`src/rtl/cnn_wb_pkg.sv`:
```
// ============================================================================
//  Package     : cnn_wb_pkg
//  Description : Shared types, default widths and the round-robin helper for
//                the weight/bias fetch arbiter.
//  Revision    : 1.0 - initial release
// ============================================================================
`default_nettype none

package cnn_wb_pkg;

    // Sequencer states, explicitly two bits wide
    typedef enum logic [1:0] {
        IDLE   = 2'd0,
        STREAM = 2'd1,
        DRAIN  = 2'd2,
        FIN    = 2'd3
    } wb_state_t;

    localparam int NUM_REQ_DEF   = 3;
    localparam int BIT_WIDTH_DEF = 8;
    localparam int ADDR_W_DEF    = 12;

    // Depth of the consumer-side skid buffer (backpressure builds only)
    localparam int SKID_DEPTH    = 2;

    // The helper works on a fixed-width request vector; NUM_REQ must not exceed RR_MAX
    localparam int RR_IW         = 4;
    localparam int RR_MAX        = 1 << RR_IW;

    // First set bit of req searching upward from ptr, wrapping at n.
    // Walking k downward makes the smallest distance from ptr the final winner.
    function automatic int rr_first(input logic [RR_MAX-1:0] req, input int ptr, input int n);
        int               idx;
        logic [RR_IW-1:0] sel;
        rr_first = ptr;
        for (int k = RR_MAX - 1; k >= 0; k--) begin
            if (k < n) begin
                idx = (ptr + k) % n;
                sel = RR_IW'(idx);
                if (req[sel]) begin
                    rr_first = idx;
                end
            end
        end
    endfunction

endpackage

`default_nettype wire

```
`src/rtl/wb_skid_buf.sv`:
```
// ============================================================================
//  Module      : wb_skid_buf
//  Description : Two-entry FIFO that absorbs the read still in flight when the
//                consumer stalls. The head entry drives the output directly
//                from a register, so the output holds stable while stalled.
//  Revision    : 1.0 - initial release
// ============================================================================
`default_nettype none

module wb_skid_buf #(
    parameter int W = 9
) (
    input  logic         clk,
    input  logic         rst,
    input  logic         i_push,
    input  logic [W-1:0] i_data,
    input  logic         i_ready,
    output logic         o_valid,
    output logic [W-1:0] o_data,
    output logic [1:0]   o_count
);

    logic [W-1:0] r_ent0;
    logic [W-1:0] r_ent1;
    logic [1:0]   r_cnt;
    logic         w_pop;

    assign w_pop   = (r_cnt != 2'd0) && i_ready;
    assign o_valid = (r_cnt != 2'd0);
    assign o_data  = r_ent0;
    assign o_count = r_cnt;

    // Push/pop bookkeeping; entry 0 is always the head of the queue
    always_ff @(posedge clk) begin
        if (rst) begin
            r_ent0 <= '0;
            r_ent1 <= '0;
            r_cnt  <= 2'd0;
        end else begin
            case ({i_push, w_pop})
                2'b10: begin
                    if (r_cnt == 2'd0) r_ent0 <= i_data;
                    else               r_ent1 <= i_data;
                    r_cnt <= r_cnt + 2'd1;
                end
                2'b01: begin
                    r_ent0 <= r_ent1;
                    r_cnt  <= r_cnt - 2'd1;
                end
                2'b11: begin
                    if (r_cnt == 2'd1) begin
                        r_ent0 <= i_data;
                    end else begin
                        r_ent0 <= r_ent1;
                        r_ent1 <= i_data;
                    end
                end
                default: ;
            endcase
        end
    end

endmodule

`default_nettype wire

```
`src/rtl/wb_fetch_arbiter.sv`:
```
// ============================================================================
//  Module      : wb_fetch_arbiter
//  Description : Round-robin arbiter plus streaming sequencer that shares one
//                1-cycle-latency parameter memory among NUM_REQ layer engines.
//                Optional macro WB_BACKPRESSURE_EN honours wt_ready through a
//                two-entry skid buffer; without it wt_ready is ignored.
//  Revision    : 1.0 - initial release
// ============================================================================
`default_nettype none

module wb_fetch_arbiter
    import cnn_wb_pkg::*;
#(
    parameter int NUM_REQ   = NUM_REQ_DEF,
    parameter int BIT_WIDTH = BIT_WIDTH_DEF,
    parameter int ADDR_W    = ADDR_W_DEF
) (
    input  logic                        clk,
    input  logic                        rst,
    input  logic [NUM_REQ-1:0]          req,
    input  logic [NUM_REQ*ADDR_W-1:0]   req_base,
    input  logic [NUM_REQ*ADDR_W-1:0]   req_len,
    output logic                        mem_rd_en,
    output logic [ADDR_W-1:0]           mem_addr,
    input  logic [BIT_WIDTH-1:0]        mem_rdata,
    output logic [NUM_REQ-1:0]          gnt,
    output logic [BIT_WIDTH-1:0]        wt_data,
    output logic                        wt_valid,
    output logic                        wt_last,
    input  logic                        wt_ready,
    output logic [NUM_REQ-1:0]          done
);

    localparam int IDX_W = (NUM_REQ > 1) ? $clog2(NUM_REQ) : 1;

    wb_state_t            r_state;
    logic [NUM_REQ-1:0]   r_gnt;
    logic [NUM_REQ-1:0]   r_done;
    logic [IDX_W-1:0]     r_gidx;
    logic [IDX_W-1:0]     r_rr_ptr;
    logic [ADDR_W-1:0]    r_base;
    logic [ADDR_W-1:0]    r_len;
    logic [ADDR_W-1:0]    r_cnt;
    logic                 r_rd_d1;       // a read was issued last cycle; its data is on mem_rdata now
    logic                 r_rd_last_d1;  // ... and it was the final read of the transfer

    logic [IDX_W-1:0]     w_pick;
    logic [ADDR_W-1:0]    w_pick_base;
    logic [ADDR_W-1:0]    w_pick_len;
    logic                 w_credit;
    logic                 w_rd;
    logic                 w_rd_last;
    logic                 w_last_done;

    assign w_pick      = IDX_W'(rr_first(RR_MAX'(req), int'(r_rr_ptr), NUM_REQ));
    assign w_pick_base = req_base[w_pick*ADDR_W +: ADDR_W];
    assign w_pick_len  = req_len[w_pick*ADDR_W +: ADDR_W];

    // Reads depend on the consumer's ready when backpressure is built, so the
    // strobe is decoded from registered state rather than registered itself
    assign w_rd      = (r_state == STREAM) && w_credit;
    assign w_rd_last = w_rd && (r_cnt == r_len - ADDR_W'(1));
    assign mem_rd_en = w_rd;
    assign mem_addr  = w_rd ? (r_base + r_cnt) : '0;
    assign gnt       = r_gnt;
    assign done      = r_done;

`ifdef WB_BACKPRESSURE_EN
    logic                 w_sk_valid;
    logic [BIT_WIDTH:0]   w_sk_data;
    logic [1:0]           w_sk_cnt;
    logic [2:0]           w_occ_next;

    // Occupancy once this cycle's pop and the in-flight push settle; a new read
    // is allowed only if it still finds a free slot when its data lands
    assign w_occ_next  = 3'(w_sk_cnt) - 3'(w_sk_valid && wt_ready) + 3'(r_rd_d1);
    assign w_credit    = (w_occ_next < 3'(SKID_DEPTH));
    assign w_last_done = w_sk_valid && w_sk_data[BIT_WIDTH] && wt_ready;

    wb_skid_buf #(
        .W (BIT_WIDTH + 1)
    ) u_skid (
        .clk     (clk),
        .rst     (rst),
        .i_push  (r_rd_d1),
        .i_data  ({r_rd_last_d1, mem_rdata}),
        .i_ready (wt_ready),
        .o_valid (w_sk_valid),
        .o_data  (w_sk_data),
        .o_count (w_sk_cnt)
    );

    assign wt_valid = w_sk_valid;
    assign wt_data  = w_sk_data[BIT_WIDTH-1:0];
    assign wt_last  = w_sk_data[BIT_WIDTH];
`else
    logic                 r_wt_valid;
    logic [BIT_WIDTH-1:0] r_wt_data;
    logic                 r_wt_last;
    logic                 w_unused_ready;

    assign w_unused_ready = wt_ready;
    assign w_credit       = 1'b1;
    // The last word is being captured into the output register this cycle
    assign w_last_done    = r_rd_d1 && r_rd_last_d1;

    // Output stage: each returned word is registered once, one cycle after its read
    always_ff @(posedge clk) begin
        if (rst) begin
            r_wt_valid <= 1'b0;
            r_wt_data  <= '0;
            r_wt_last  <= 1'b0;
        end else begin
            r_wt_valid <= r_rd_d1;
            r_wt_last  <= r_rd_d1 && r_rd_last_d1;
            if (r_rd_d1) r_wt_data <= mem_rdata;
        end
    end

    assign wt_valid = r_wt_valid;
    assign wt_data  = r_wt_data;
    assign wt_last  = r_wt_last;
`endif

    // Arbitration and transfer sequencing, with grant/done registered here
    always_ff @(posedge clk) begin
        if (rst) begin
            r_state      <= IDLE;
            r_gnt        <= '0;
            r_done       <= '0;
            r_gidx       <= '0;
            r_rr_ptr     <= '0;
            r_base       <= '0;
            r_len        <= '0;
            r_cnt        <= '0;
            r_rd_d1      <= 1'b0;
            r_rd_last_d1 <= 1'b0;
        end else begin
            r_done       <= '0;
            r_rd_d1      <= w_rd;
            r_rd_last_d1 <= w_rd_last;
            case (r_state)
                IDLE: begin
                    if (|req) begin
                        r_gidx  <= w_pick;
                        r_gnt   <= NUM_REQ'(1) << w_pick;
                        r_base  <= w_pick_base;
                        r_len   <= w_pick_len;
                        r_cnt   <= '0;
                        r_state <= (w_pick_len != '0) ? STREAM : FIN;
                    end
                end
                STREAM: begin
                    if (w_rd) begin
                        r_cnt <= r_cnt + ADDR_W'(1);
                        if (w_rd_last) r_state <= DRAIN;
                    end
                end
                DRAIN: begin
                    if (w_last_done) r_state <= FIN;
                end
                FIN: begin
                    r_done   <= r_gnt;
                    r_gnt    <= '0;
                    r_rr_ptr <= (r_gidx == IDX_W'(NUM_REQ - 1)) ? '0 : r_gidx + IDX_W'(1);
                    r_state  <= IDLE;
                end
                default: r_state <= IDLE;
            endcase
        end
    end

endmodule

`default_nettype wire

```
`config.mk`:
```
export PLATFORM = sky130hd
export DESIGN_NAME = wb_fetch_arbiter
export DESIGN_NICKNAME = d
export VERILOG_FILES = /design/src/rtl/cnn_wb_pkg.sv /design/src/rtl/wb_skid_buf.sv /design/src/rtl/wb_fetch_arbiter.sv
export SDC_FILE = /design/constraint.sdc
export NUM_CORES = 1
export LEC_CHECK = 0
export ABC_AREA = 1
export BUFFER_PORTS_ARGS = -buffer_cell sky130_fd_sc_hd__buf_4
export CAP_MARGIN = 5
export CORE_AREA = 2 2 91 102
export DETAILED_ROUTE_END_ITERATION = 16
export DIE_AREA = 0 0 93 104
export PLACE_DENSITY_LB_ADDON = 0.15
export SLEW_MARGIN = 0
export SYNTH_ARGS = -nofsm -noshare
export SYNTH_HDL_FRONTEND = slang
export SYNTH_SLANG_ARGS = --single-unit
```
`constraint.sdc`:
```
create_clock -name clk -period 2.5 [get_ports clk]
set_input_delay 0.625 -clock clk [delete_from_list [all_inputs] [get_ports clk]]
set_output_delay 0.625 -clock clk [all_outputs]
set_load 0.01 [all_outputs]
```
---- Word level (Yosys, flattened, before mapping) ----
Index checks and enable logic that the tools add are counted.
Widths: inputs -> output; s select.
word-level totals
  bits in registers ....................... 60
  output and inout bits ................... 29
operators by class
  $mul .................................... 1
  bitwise gates (word level) .............. 1
  muxes and demuxes ....................... 20
  equality and inequality tests ........... 8
  divide/modulo/power cells ............... 3
  shift-type cells ........................ 3
  add/subtract/negate cells ............... 6
  $lt $le $gt $ge ......................... 3
  reductions and logical operators ........ 12
operators with widths
  operator               count
  $shiftx 36x7->12       2
  $mod 32x3->32 const B  2
  $mod 3x3->32 const B   1
  $mux 12                2
  $pmux 12 s2            1
  $mux 2                 8
  $lt 4x5->1 const B     3
  $add 12x1->12 const B  1
  $add 12x12->12         1
  $bmux 1 s4             3
  $eq 12x12->1           1
  $reduce_bool 12->1     1
  $sub 12x1->12 const B  1
  $pmux 2 s4             1
  $eq 2x2->1 const B     3
  $pmux 3 s2             1
  $reduce_and 2->1       3
  $mul 2x2->4 const B    1
  $ne 2x2->1 const B     2
  $reduce_bool 2->1      2
  $add 2x1->3 const B    1
  $add 2x2->3 const B    1
  $mux 1                 3
  $mux 3                 1
  10 further kinds       11

---- Logic depth before layout (Yosys ltp) ----
Gate-level depths: netlist (run 1).
  word-level depth ........................ 13
  gate-level depth with buffers ........... 22

---- Worst setup path after synthesis (run 1) ----
OpenSTA, ideal clock, no wires.
  path kind ............................... reg2out
  start point ............................. register r_cnt[0]
  end point ............................... output port mem_addr[10]
  stages on the path, launching flop included .. 16
  data arrival time ....................... 2.083 ns
  path buffers ............................ 0
  slack ................................... -0.208 ns
  path through ............................ dfxtp_1 -> ha_1 -> fa_1 -> nand3_1 -> nand3_1 -> nand2_1 -> nand2_1 -> a21oi_1 -> nor2_1 -> nor2_1 -> o21bai_1 -> nand2_1 -> nand2_1 -> a21oi_1 -> xor2_1 -> nor2_1
on the way
  longest elaborated chain between the ends .. 2
ends and longest elaborated chain
  what                    line                     source
  from (decl)             wb_fetch_arbiter.sv:43   logic [ADDR_W-1:0] r_cnt;
  from (signal assigned)  wb_fetch_arbiter.sv:155  r_cnt <= r_cnt + ADDR_W'(1);
  $add 12x12->12          wb_fetch_arbiter.sv:64   assign mem_addr = w_rd ? (r_base + r_cnt) : '0;
  $mux 12                 wb_fetch_arbiter.sv:64
  to (decl)               wb_fetch_arbiter.sv:24   output logic [ADDR_W-1:0] mem_addr,
Every way passes these cells.

---- Worst setup path in the final report (run 1) ----
Same ends and word-level chain as after synthesis.

==> impl_metrics.csv, run 1 <==
group,metric,value,unit
floorplan,ios,115,
layout,fill_cells,670,
synthesis,synth_top_cell_by_area,"dfxtp_1",
synthesis,async_reset_ff_frac,0,
route,drt_iter0_markers,220,
place,portBuffers,113,
layout,layout-drive-gt1-share,0.418,
place,pre_cts_slack,-0.311,ns
synthesis,synth_nets,725,
synthesis,synthFlopType,"dfxtp_1",
worst_setup_path,critPathArrivalTime,2.56,ns
synthesis,synthTopCellsByCount,"nand2_1, inv_1, nor2_1",
place,hpwl,9240,um
worst_setup_path,crit_type,"flop to output pin",
global_routing,grt_pass1_vias,4377,
sta,setup_viol,8,
synthesis,post-synth-top-count-cell,"nand2_1",
clock_tree,clock_path_buffers,2,
floorplan,die_w,93,um
synthesis,synth.top_cells.by_area,"dfxtp_1, nand2_1, ha_1, nand3_1, inv_1",
global_routing,grt_max_degree,27,
worst_setup_path,reg2reg_from,"r_rr_ptr[0]$_SDFFE_PP0P_",
global_routing,grt_pass1_wl,19800,um
route,drc,0,
clock_tree,root_buffer,"clkbuf_8",
worst_setup_path,critPathRequiredTime,1.88,ns
floorplan,core_area,8650,um2
worst_setup_path,r2r-end,"r_state[1]$_SDFFE_PP0P_",
route,wl_per_cell,14.5,um
clock_tree,ctsHoldBuffers,0,
sta,fin_worst_skew,0.00608,ns
worst_setup_path,critPathLaunchType,"flop",
sta,setup_tns,-2.93,ns
clock_tree,clk_pin_slew,0.07,ns
floorplan,die_h,104,um
synthesis,synth.distinct_cells,37,
worst_setup_path,endpoint,"mem_addr[10]",
synthesis,synth-seq-area-share,0.296,
synthesis,syn_inst,611,
synthesis,synth_area_per_cell,6.63,um2
power_and_ir_drop,irDropWorstVdd,0.000577,V
clock_tree,cts_tree,"done",
sta,hold_violations,0,
route,vias_per_cell,5.21,
power_and_ir_drop,power.leakage,2.95,nW
worst_setup_path,r2r_slack,-0.13,ns
sta,fin_crit,3.18,ns
synthesis,ys_warn_count,0,
route,first_pass_iters,5,
layout,finalInstanceArea,6430,um2
place,placed_cells,878,
sta,slew_violations,0,
status,status,"complete, but fails checks",
clock_tree,h-tree-depth,3,
floorplan,start_util,0.469,
layout,fin_cells,915,
place,gp_congestion,0.846,
sta,rsz0062_at_grt,"yes",
sta,fmax,314,MHz
sta,setup_ws,-0.682,ns
floorplan,rows,36,
worst_setup_path,reg2reg_depth,20,
sta,slew_headroom,0.601,
layout,area_growth,58.6,%
global_routing,grt_overflow,0,
global_routing,antenna_found_initial,0,
route,wirelength,13300,um
layout,antennaDiodeCount,0,
route,antenna_left,0,
min_path,hp-class,"flop to flop",
sta,finalCritPeriodShare,1.27,
worst_setup_path,critPathMaxFanout,2,
synthesis,synth-edff-count,0,
place,dpl-instance-area,5430,um2
power_and_ir_drop,p_per_area,1080,nW/um2
global_routing,grt_usage,0.251,
worst_setup_path,startpoint,"r_cnt[0]$_SDFFE_PP0P_",
worst_setup_path,critPathCaptureType,"output pin",
clock_tree,cts_buffers,9,
synthesis,synth_top_area_frac,0.296,
clock_tree,insertion_delay,0.34,ns
clock_tree,cts.sinks,60,
synthesis,syn_area,4050,um2
route,via_count,4763,
job,maxCapViolations,0,
layout,fin_nets,910,
floorplan,die_area,9670,um2
sta,tightest_slew,0.599,ns
status,violations,"setup timing",
synthesis,ys_seq_elements,60,
power_and_ir_drop,finalPower,6.94,mW
==> flip-flops by register name (all words and copies together) (netlist names) <==
| register | flops |
|---|---|
| gnt | 3 |
| r_base | 12 |
| r_rd_d1 | 1 |
| wt_valid | 1 |
| wt_last | 1 |
| r_len | 12 |
| r_gidx | 2 |
| r_rr_ptr | 2 |
| wt_data | 8 |
| r_cnt | 12 |
| r_rd_last_d1 | 1 |
| done | 3 |
| r_state | 2 |
==> routing by layer <==
layer  share of wire  wire [um]  vias to the layer above  GRT usage
met5               0          0                        -          0
met4           0.018        237                        0     0.0714
met3           0.053        698                       29     0.0551
met1            0.41       5420                     2209      0.311
li1                -          -                     2391          -
met2            0.52       6910                      134      0.433
==> placed cells by master (no fill, tap or decap), drive strengths merged, types with 5 or more instances in the layout <==
master / Yosys / layout
nor3: 10 / 10
inv: 78 / 77
buf: 9 / 190
nand3: 62 / 62
clkbuf: 9 / 12
xnor2: 9 / 9
a31oi: 11 / 11
xor2: 13 / 13
a21oi: 40 / 40
o21ai: 52 / 52
clkinv: 2 / 5
ha: 27 / 27
nor2: 76 / 76
o21a: 8 / 8
nand2: 118 / 118
nand4: 6 / 6
dfxtp: 60 / 60
==> cell type report <==
class / instances / area (um2) / share of cell area
inverter: 80 / 312 / 0.0485
clock buffer: 10 / 138 / 0.0214
sequential: 60 / 1220 / 0.190
clock inverter: 6 / 63.8 / 0.00993
timing repair buffer: 192 / 1570 / 0.245
multi-input combinational: 453 / 2980 / 0.463
tap: 114 / 143 / 0.0222
==> power breakdown <==
group,switching [mW],total (mW),internal [mW]
sequential,0.255,1.52,1.26
clock,0.417,0.902,0.485
combinational,2.44,4.52,2.08
total,3.11,6.94,3.82
==> logic make-up (layout without fill, tap and decap cells) <==
group           Yosys count  after routing  synth area share
compound gates          122            122             0.168
xor+xnor                 22             22            0.0475
fa+ha+maj                28             28            0.0883
buf+inv                  98            288            0.0966
flops                    60             60             0.296
simple gates            281            281             0.303
==> worst max-delay path, stage by stage, from the launching register on <==
cell and delay [ns]:
dfxtp_2 0.34, ha_4 0.16, fa_2 0.37, nand3_2 0.08
nand3_2 0.08, nand2_2 0.08, nand2_2 0.05, a21oi_2 0.16
nor2_1 0.07, nor2_1 0.12, o21bai_2 0.08, nand2_1 0.06
nand2_1 0.07, a21oi_2 0.15, xor2_1 0.15, nor2_1 0.06
buf_4 0.14
==> worst min path at each step <==
stage	cells past startpoint	to	slack [ns]	start
floorplan	2	wt_last$_SDFF_PP0_	0.43	r_rd_last_d1$_SDFF_PP0_
global placement	2	done[1]$_SDFF_PP0_	0.43	gnt[1]$_SDFFE_PP0P_
detailed placement	2	done[1]$_SDFF_PP0_	0.44	gnt[1]$_SDFFE_PP0P_
CTS	2	done[1]$_SDFF_PP0_	0.45	gnt[1]$_SDFFE_PP0P_
global route	2	done[1]$_SDFF_PP0_	0.47	gnt[1]$_SDFFE_PP0P_
finish	2	done[1]$_SDFF_PP0_	0.44	gnt[1]$_SDFFE_PP0P_
==> per-stage QoR <==
step / utilization / hold slack (ns)
2_1_floorplan: - / 0.426
3_3_place_gp: 0.627 / 0.431
3_5_place_dp: 0.627 / 0.440
4_1_cts: 0.669 / 0.449
5_1_grt: 0.743 / 0.466
6_report: 0.743 / 0.444
==> what timing repair did <==
item	CTS	global route
setup buffers	7	13
resized for setup	29	145
hold endpoints to repair	0	0
pin swaps	21	61
endpoints found under the setup margin	21	35
cloned	0	4
Power figures use the tool's default switching activity.
==> run 2: changes to the inputs <==
Settings changed: ABC_AREA 1 to default.
==> impl_metrics.csv, run 2 <==
group,metric,value,unit
status,status,"complete, but fails checks",
status,violations,"setup timing",
synthesis,ys_warn_count,0,
sta,slew_violations,0,
job,maxCapViolations,0,
global_routing,grt_pass1_wl,20300,um
synthesis,synth_area_per_cell,8.14,um2
synthesis,synth_nets,614,
place,portBuffers,113,
synthesis,syn_area,4070,um2
place,hpwl,9030,um
layout,area_growth,57.3,%
worst_setup_path,critPathRequiredTime,2.79,ns
clock_tree,cts_tree,"done",
synthesis,syn_inst,500,
global_routing,grt_usage,0.260,
sta,tightest_slew,0.722,ns
synthesis,async_reset_ff_frac,0,
global_routing,grt_overflow,0,
worst_setup_path,r2r_slack,-0.84,ns
worst_setup_path,reg2reg_from,"r_rr_ptr[1]$_SDFFE_PP0P_",
sta,hold_violations,0,
floorplan,core_area,8650,um2
synthesis,post-synth-top-count-cell,"nor2_1",
min_path,hp-class,"flop to flop",
sta,finalCritPeriodShare,1.34,
synthesis,synth-seq-area-share,0.295,
route,first_pass_iters,4,
worst_setup_path,worstPathCellList,"inv_4, ha_4, and3b_1, and4b_1, o31ai_4, o21a_1, o2bb2ai_4, mux2i_1, o21ai_1, or4_1, or4_1, o22ai_2",
route,drc,0,
clock_tree,ctsHoldBuffers,0,
worst_setup_path,critPathLaunchType,"flop",
synthesis,synth.distinct_cells,63,
floorplan,die_area,9670,um2
global_routing,grt_pass1_vias,4334,
sta,setup_ws,-0.845,ns
route,wirelength,12500,um
worst_setup_path,cp_common_cell,"or4_1",
sta,fin_worst_skew,0.00740,ns
min_path,hold_start,"r_rd_last_d1$_SDFF_PP0_",
sta,slew_headroom,0.518,
sta,fmax,299,MHz
layout,fin_util,0.741,
route,antenna_left,0,
power_and_ir_drop,p_per_area,808,nW/um2
place,gp_congestion,0.873,
layout,layout_common_cells,"buf_4, nor2_1, dfxtp_1, mux2i_1, nand2_1",
synthesis,synthFlopType,"dfxtp_1",
global_routing,grt_max_degree,50,
sta,setup_viol,37,
worst_setup_path,critPathArrivalTime,3.63,ns
route,drt_iter0_markers,155,
synthesis,synth-edff-count,0,
synthesis,synth_top_cell_by_area,"dfxtp_1",
sta,fin_hold_ws,0.480,ns
worst_setup_path,crit_type,"flop to flop",
floorplan,die_h,104,um
floorplan,rows,36,
layout,layout_commonest_cell,"buf_4",
layout,fin_nets,809,
synthesis,synth.top_cells.by_area,"dfxtp_1, mux2i_1, ha_1, nor2_1, xnor2_1",
power_and_ir_drop,irDropWorstVdd,0.000477,V
synthesis,synth_top_area_frac,0.295,
route,vias_per_cell,5.35,
route,wl_per_cell,15.3,um
clock_tree,cts_buffers,9,
clock_tree,cts.sinks,60,
global_routing,antenna_found_initial,0,
clock_tree,root_buffer,"clkbuf_8",
layout,multi_input_area,3080,um2
worst_setup_path,critPathMaxFanout,6,
clock_tree,clk_pin_slew,0.08,ns
worst_setup_path,critical_path.max_stage_delay,0.55,ns
clock_tree,insertion_delay,0.35,ns
layout,antennaDiodeCount,0,
sta,fin_crit,3.34,ns
layout,finalInstanceArea,6400,um2
layout,fill_cells,651,
worst_setup_path,cpMaxStageDelayCell,"or4_1",
synthesis,synthTopCellsByCount,"nor2_1, dfxtp_1, mux2i_1",
sta,rsz0062_at_grt,"yes",
synthesis,ys_seq_elements,60,
power_and_ir_drop,power.leakage,2.89,nW
route,via_count,4357,
layout,area.sequential,1220,um2
layout,top_regs,"r_base: 12 flops, r_cnt: 12 flops, r_len: 12 flops",
floorplan,start_util,0.471,
place,pre_cts_slack,-0.930,ns
floorplan,ios,115,
place,dpl-instance-area,5710,um2
layout,layout-drive-gt1-share,0.441,
clock_tree,clock_path_buffers,2,
clock_tree,h-tree-depth,3,
worst_setup_path,critPathCaptureType,"flop",
worst_setup_path,startpoint,"r_rr_ptr[1]$_SDFFE_PP0P_",
floorplan,die_w,93,um
[run 2: cell types whose count changed in the layout (fill, tap and decap cells not counted), sizes merged, moves of 12 or more]
cell	previous run	this run
nand2	118	26
mux2i	0	38
a21oi	40	28
nand3	62	12
inv	77	16
o21ai	52	14
a211oi	4	22
and2	0	19
buf	190	211
[run 2: layout make-up]
cell class,count,share of cell area
Sequential cell,60,0.190
Clock buffer,9,0.0193
Inverter,13,0.00879
Clock inverter,7,0.0189
Tap cell,114,0.0223
Multi-Input combinational cell,400,0.482
Timing Repair Buffer,211,0.259
[run 2: what timing repair did]
item | CTS | global route
resized for setup | 59 | 22
pin swaps | 26 | 14
setup buffers | 22 | 5
setup endpoints to repair | 38 | 40
[run 2: where the power goes]
part / total (mW) / internal (mW) / switching, mW
clock: 1.12 / 0.670 / 0.449
sequential: 1.40 / 1.17 / 0.225
combinational: 2.66 / 1.39 / 1.27
total: 5.17 / 3.23 / 1.94
[run 2: logic make-up after synthesis]
group | after synthesis | share of synthesized area
AND/OR/NAND/NOR | 204 | 0.246
AO/OA/AOI/OAI | 97 | 0.163
flip-flops | 60 | 0.295
multiplexers | 41 | 0.102
buffers and inverters | 40 | 0.0409
XOR/XNOR | 30 | 0.0645
adder cells (fa/ha/maj) | 28 | 0.0879
[run 2: layer usage]
metal	up-vias	GRT usage	wire length, um
li1	2146	-	-
met1	2078	0.302	5050
met2	109	0.467	6660
met3	24	0.0355	473
met4	0	0.119	302
met5	-	0	0
[run 2: per-stage QoR]
step	power [mW]	setup TNS (ns)	instances
after floorplan	2.77	-4.74	500
after global placement	3.59	-12.94	784
after detailed placement	3.66	-15.72	784
after CTS	5.07	-14.36	818
after global routing	5.50	-20.47	814
final	5.17	-14.64	814
[run 2: worst max-delay path, delay by kind of cell, from the launching register on]
| kind | cells | cell delay [ns] |
|---|---|---|
| flip-flops | 1 | 0.40 |
| AND/OR/NAND/NOR | 4 | 1.45 |
| buffers and inverters | 1 | 0.06 |
| multiplexers | 1 | 0.22 |
| adder cells (fa/ha/maj) | 1 | 0.26 |
| AO/OA/AOI/OAI | 5 | 0.89 |
[run 2: final timing paths]
path | to | cells after the start
setup reg to reg | r_state[1]$_SDFFE_PP0P_ | 12
hold / removal | wt_last$_SDFF_PP0_ | 1
setup / recovery | r_state[1]$_SDFFE_PP0P_ | 12
hold reg to reg | wt_last$_SDFF_PP0_ | 1
==> run 3: changes to the inputs <==
Settings changed: CORE_AREA 2 2 91 102 to 2 2 87 97, DIE_AREA 0 0 93 104 to 0 0 89 99.
Clock period 2.5 ns to 3.4 ns, I/O delays scaled along.
==> impl_metrics.csv, run 3 (synthesized netlist as in run 2, its figures left out) <==
group,metric,value,unit
global_routing,grtUsageMet1,0.317,
worst_setup_path,critPathLaunchType,"flop",
global_routing,met2_usage,0.439,
route,wirelength,11300,um
job,maxCapViolations,0,
layout,layout_commonest_cell,"buf_4",
worst_setup_path,critPathCaptureType,"output pin",
clock_tree,root_buffer,"clkbuf_8",
worst_setup_path,reg2reg_from,"r_rr_ptr[1]$_SDFFE_PP0P_",
route,first_pass_iters,4,
place,pre_cts_slack,-0.167,ns
floorplan,die_h,99,um
clock_tree,cts.sinks,60,
floorplan,ios,115,
clock_tree,h-tree-depth,3,
min_path,hold_depth,1,
route,via_count,4171,
place,hpwl,8370,um
layout,fill_cells,622,
sta,fmax,281,MHz
power_and_ir_drop,irDropWorstVdd,0.000298,V
sta,tightest_slew,0.696,ns
layout,fin_util,0.726,
worst_setup_path,critPathRequiredTime,2.55,ns
clock_tree,clk_pin_slew,0.08,ns
floorplan,die_area,8810,um2
sta,setup_viol,5,
route,vias_per_cell,5.48,
floorplan,start_util,0.520,
clock_tree,clock_path_buffers,2,
global_routing,grt_max_degree,50,
layout,layout_common_cells,"buf_4, nor2_1, dfxtp_1, mux2i_1",
layout,layout-drive-gt1-share,0.325,
sta,fin_worst_skew,0.00864,ns
status,violations,"setup timing",
floorplan,core_area,7830,um2
floorplan,rows,34,
min_path,hold_start,"r_rd_last_d1$_SDFF_PP0_",
place,gp_congestion,0.886,
sta,setup_ws,-0.161,ns
power_and_ir_drop,finalPower,3.23,mW
clock_tree,insertion_delay,0.34,ns
power_and_ir_drop,p_per_area,569,nW/um2
layout,area_growth,39.6,%
global_routing,grt_usage,0.263,
worst_setup_path,r2r-end,"r_state[1]$_SDFFE_PP0P_",
sta,fin_crit,3.56,ns
place,portBuffers,113,
route,drc,0,
worst_setup_path,critPathArrivalTime,2.71,ns
sta,setup_tns,-0.618,ns
route,antenna_left,0,
clock_tree,ctsHoldBuffers,0,
worst_setup_path,reg2reg_depth,13,
min_path,hold_path_end,"wt_last$_SDFF_PP0_",
clock_tree,cts_tree,"done",
sta,hold_violations,0,
power_and_ir_drop,power.leakage,2.57,nW
worst_setup_path,crit_type,"flop to output pin",
status,status,"complete, but fails checks",
global_routing,antenna_found_initial,0,
worst_setup_path,critPathMaxFanout,2,
clock_tree,cts_buffers,9,
global_routing,use_met3,0.0670,
global_routing,globalRoute.busiestLayer,"met2",
route,drt_iter0_markers,127,
worst_setup_path,r2r_slack,-0.02,ns
min_path,hp-class,"flop to flop",
sta,rsz0062_at_grt,"yes",
sta,finalCritPeriodShare,1.05,
global_routing,grt_overflow,0,
global_routing,grt_pass1_wl,18300,um
floorplan,die_w,89,um
layout,fin_nets,762,
layout,top_regs,"r_base: 12 flops, r_cnt: 12 flops, r_len: 12 flops",
route,wl_per_cell,14.9,um
global_routing,grt_pass1_vias,4044,
sta,slew_headroom,0.535,
layout,antennaDiodeCount,0,
sta,slew_violations,0,
==> run 3: changes by cell type in the layout (fill, tap and decap cells not counted), moves of 7 or more <==
cell,previous run,this run
a211oi_2,14,0
buf_4,197,158
ha_1,18,25
a211oi_1,7,22
==> run 3: worst max path at each step <==
stage                                   end  cells past startpoint  slack, ns                      from
floorplan           r_state[1]$_SDFFE_PP0P_                     13       0.07  r_rr_ptr[0]$_SDFFE_PP0P_
global placement    r_state[1]$_SDFFE_PP0P_                     13      -0.16                    req[2]
detailed placement  r_state[1]$_SDFFE_PP0P_                     13      -0.17                    req[2]
CTS                            mem_addr[11]                     12      -0.11    r_base[1]$_SDFFE_PP0P_
global route                   mem_addr[11]                     12      -0.32    r_base[1]$_SDFFE_PP0P_
finish                         mem_addr[10]                     13      -0.16     r_cnt[0]$_SDFFE_PP0P_
==> run 3: area by class of cell <==
class,count,area [um2],share of cell area
sequential,60,1210,0.214
inverter,13,51.3,0.00903
multi-input combinational,400,2810,0.494
clock inverter,6,86.3,0.0152
clock buffer,10,138,0.0242
timing repair buffer,164,1250,0.221
tap,108,135,0.0238
==> run 3: where the power goes <==
part | internal, mW | switching (mW)
sequential | 0.860 | 0.165
combinational | 0.715 | 0.759
clock | 0.433 | 0.304
==> run 3: timing repair <==
item / CTS / global route
setup buffers: 6 / 5
pin swaps: 5 / 11
gates cloned: 0 / 0
endpoints found under the setup margin: 5 / 5
resized for setup: 21 / 13
==> run 3: layer usage <==
layer | share of wire | up-vias
met5 | 0 | -
li1 | - | 2063
met4 | 0.031 | 0
met2 | 0.50 | 126
met1 | 0.41 | 1949
met3 | 0.062 | 33
==> run 3: stage by stage <==
stage | std cells | hold slack (ns) | cell area, um2
after global placement | 734 | 0.445 | 5250
final | 761 | 0.457 | 5680
after floorplan | 500 | 0.430 | 4070
after CTS | 756 | 0.463 | 5600
after global routing | 761 | 0.474 | 5680
after detailed placement | 734 | 0.446 | 5250
==> run 3: worst max-delay path, stage by stage, from the launching register on <==
cell and delay [ns]:
dfxtp_2 0.34, ha_4 0.17, fa_2 0.39, a21oi_2 0.14, nor2_1 0.07, nor2_1 0.15, o21bai_1 0.13, a21oi_2 0.18
o21bai_1 0.10, a21oi_2 0.17, o21ai_1 0.09, xor2_1 0.14, and2_1 0.17, buf_6 0.12
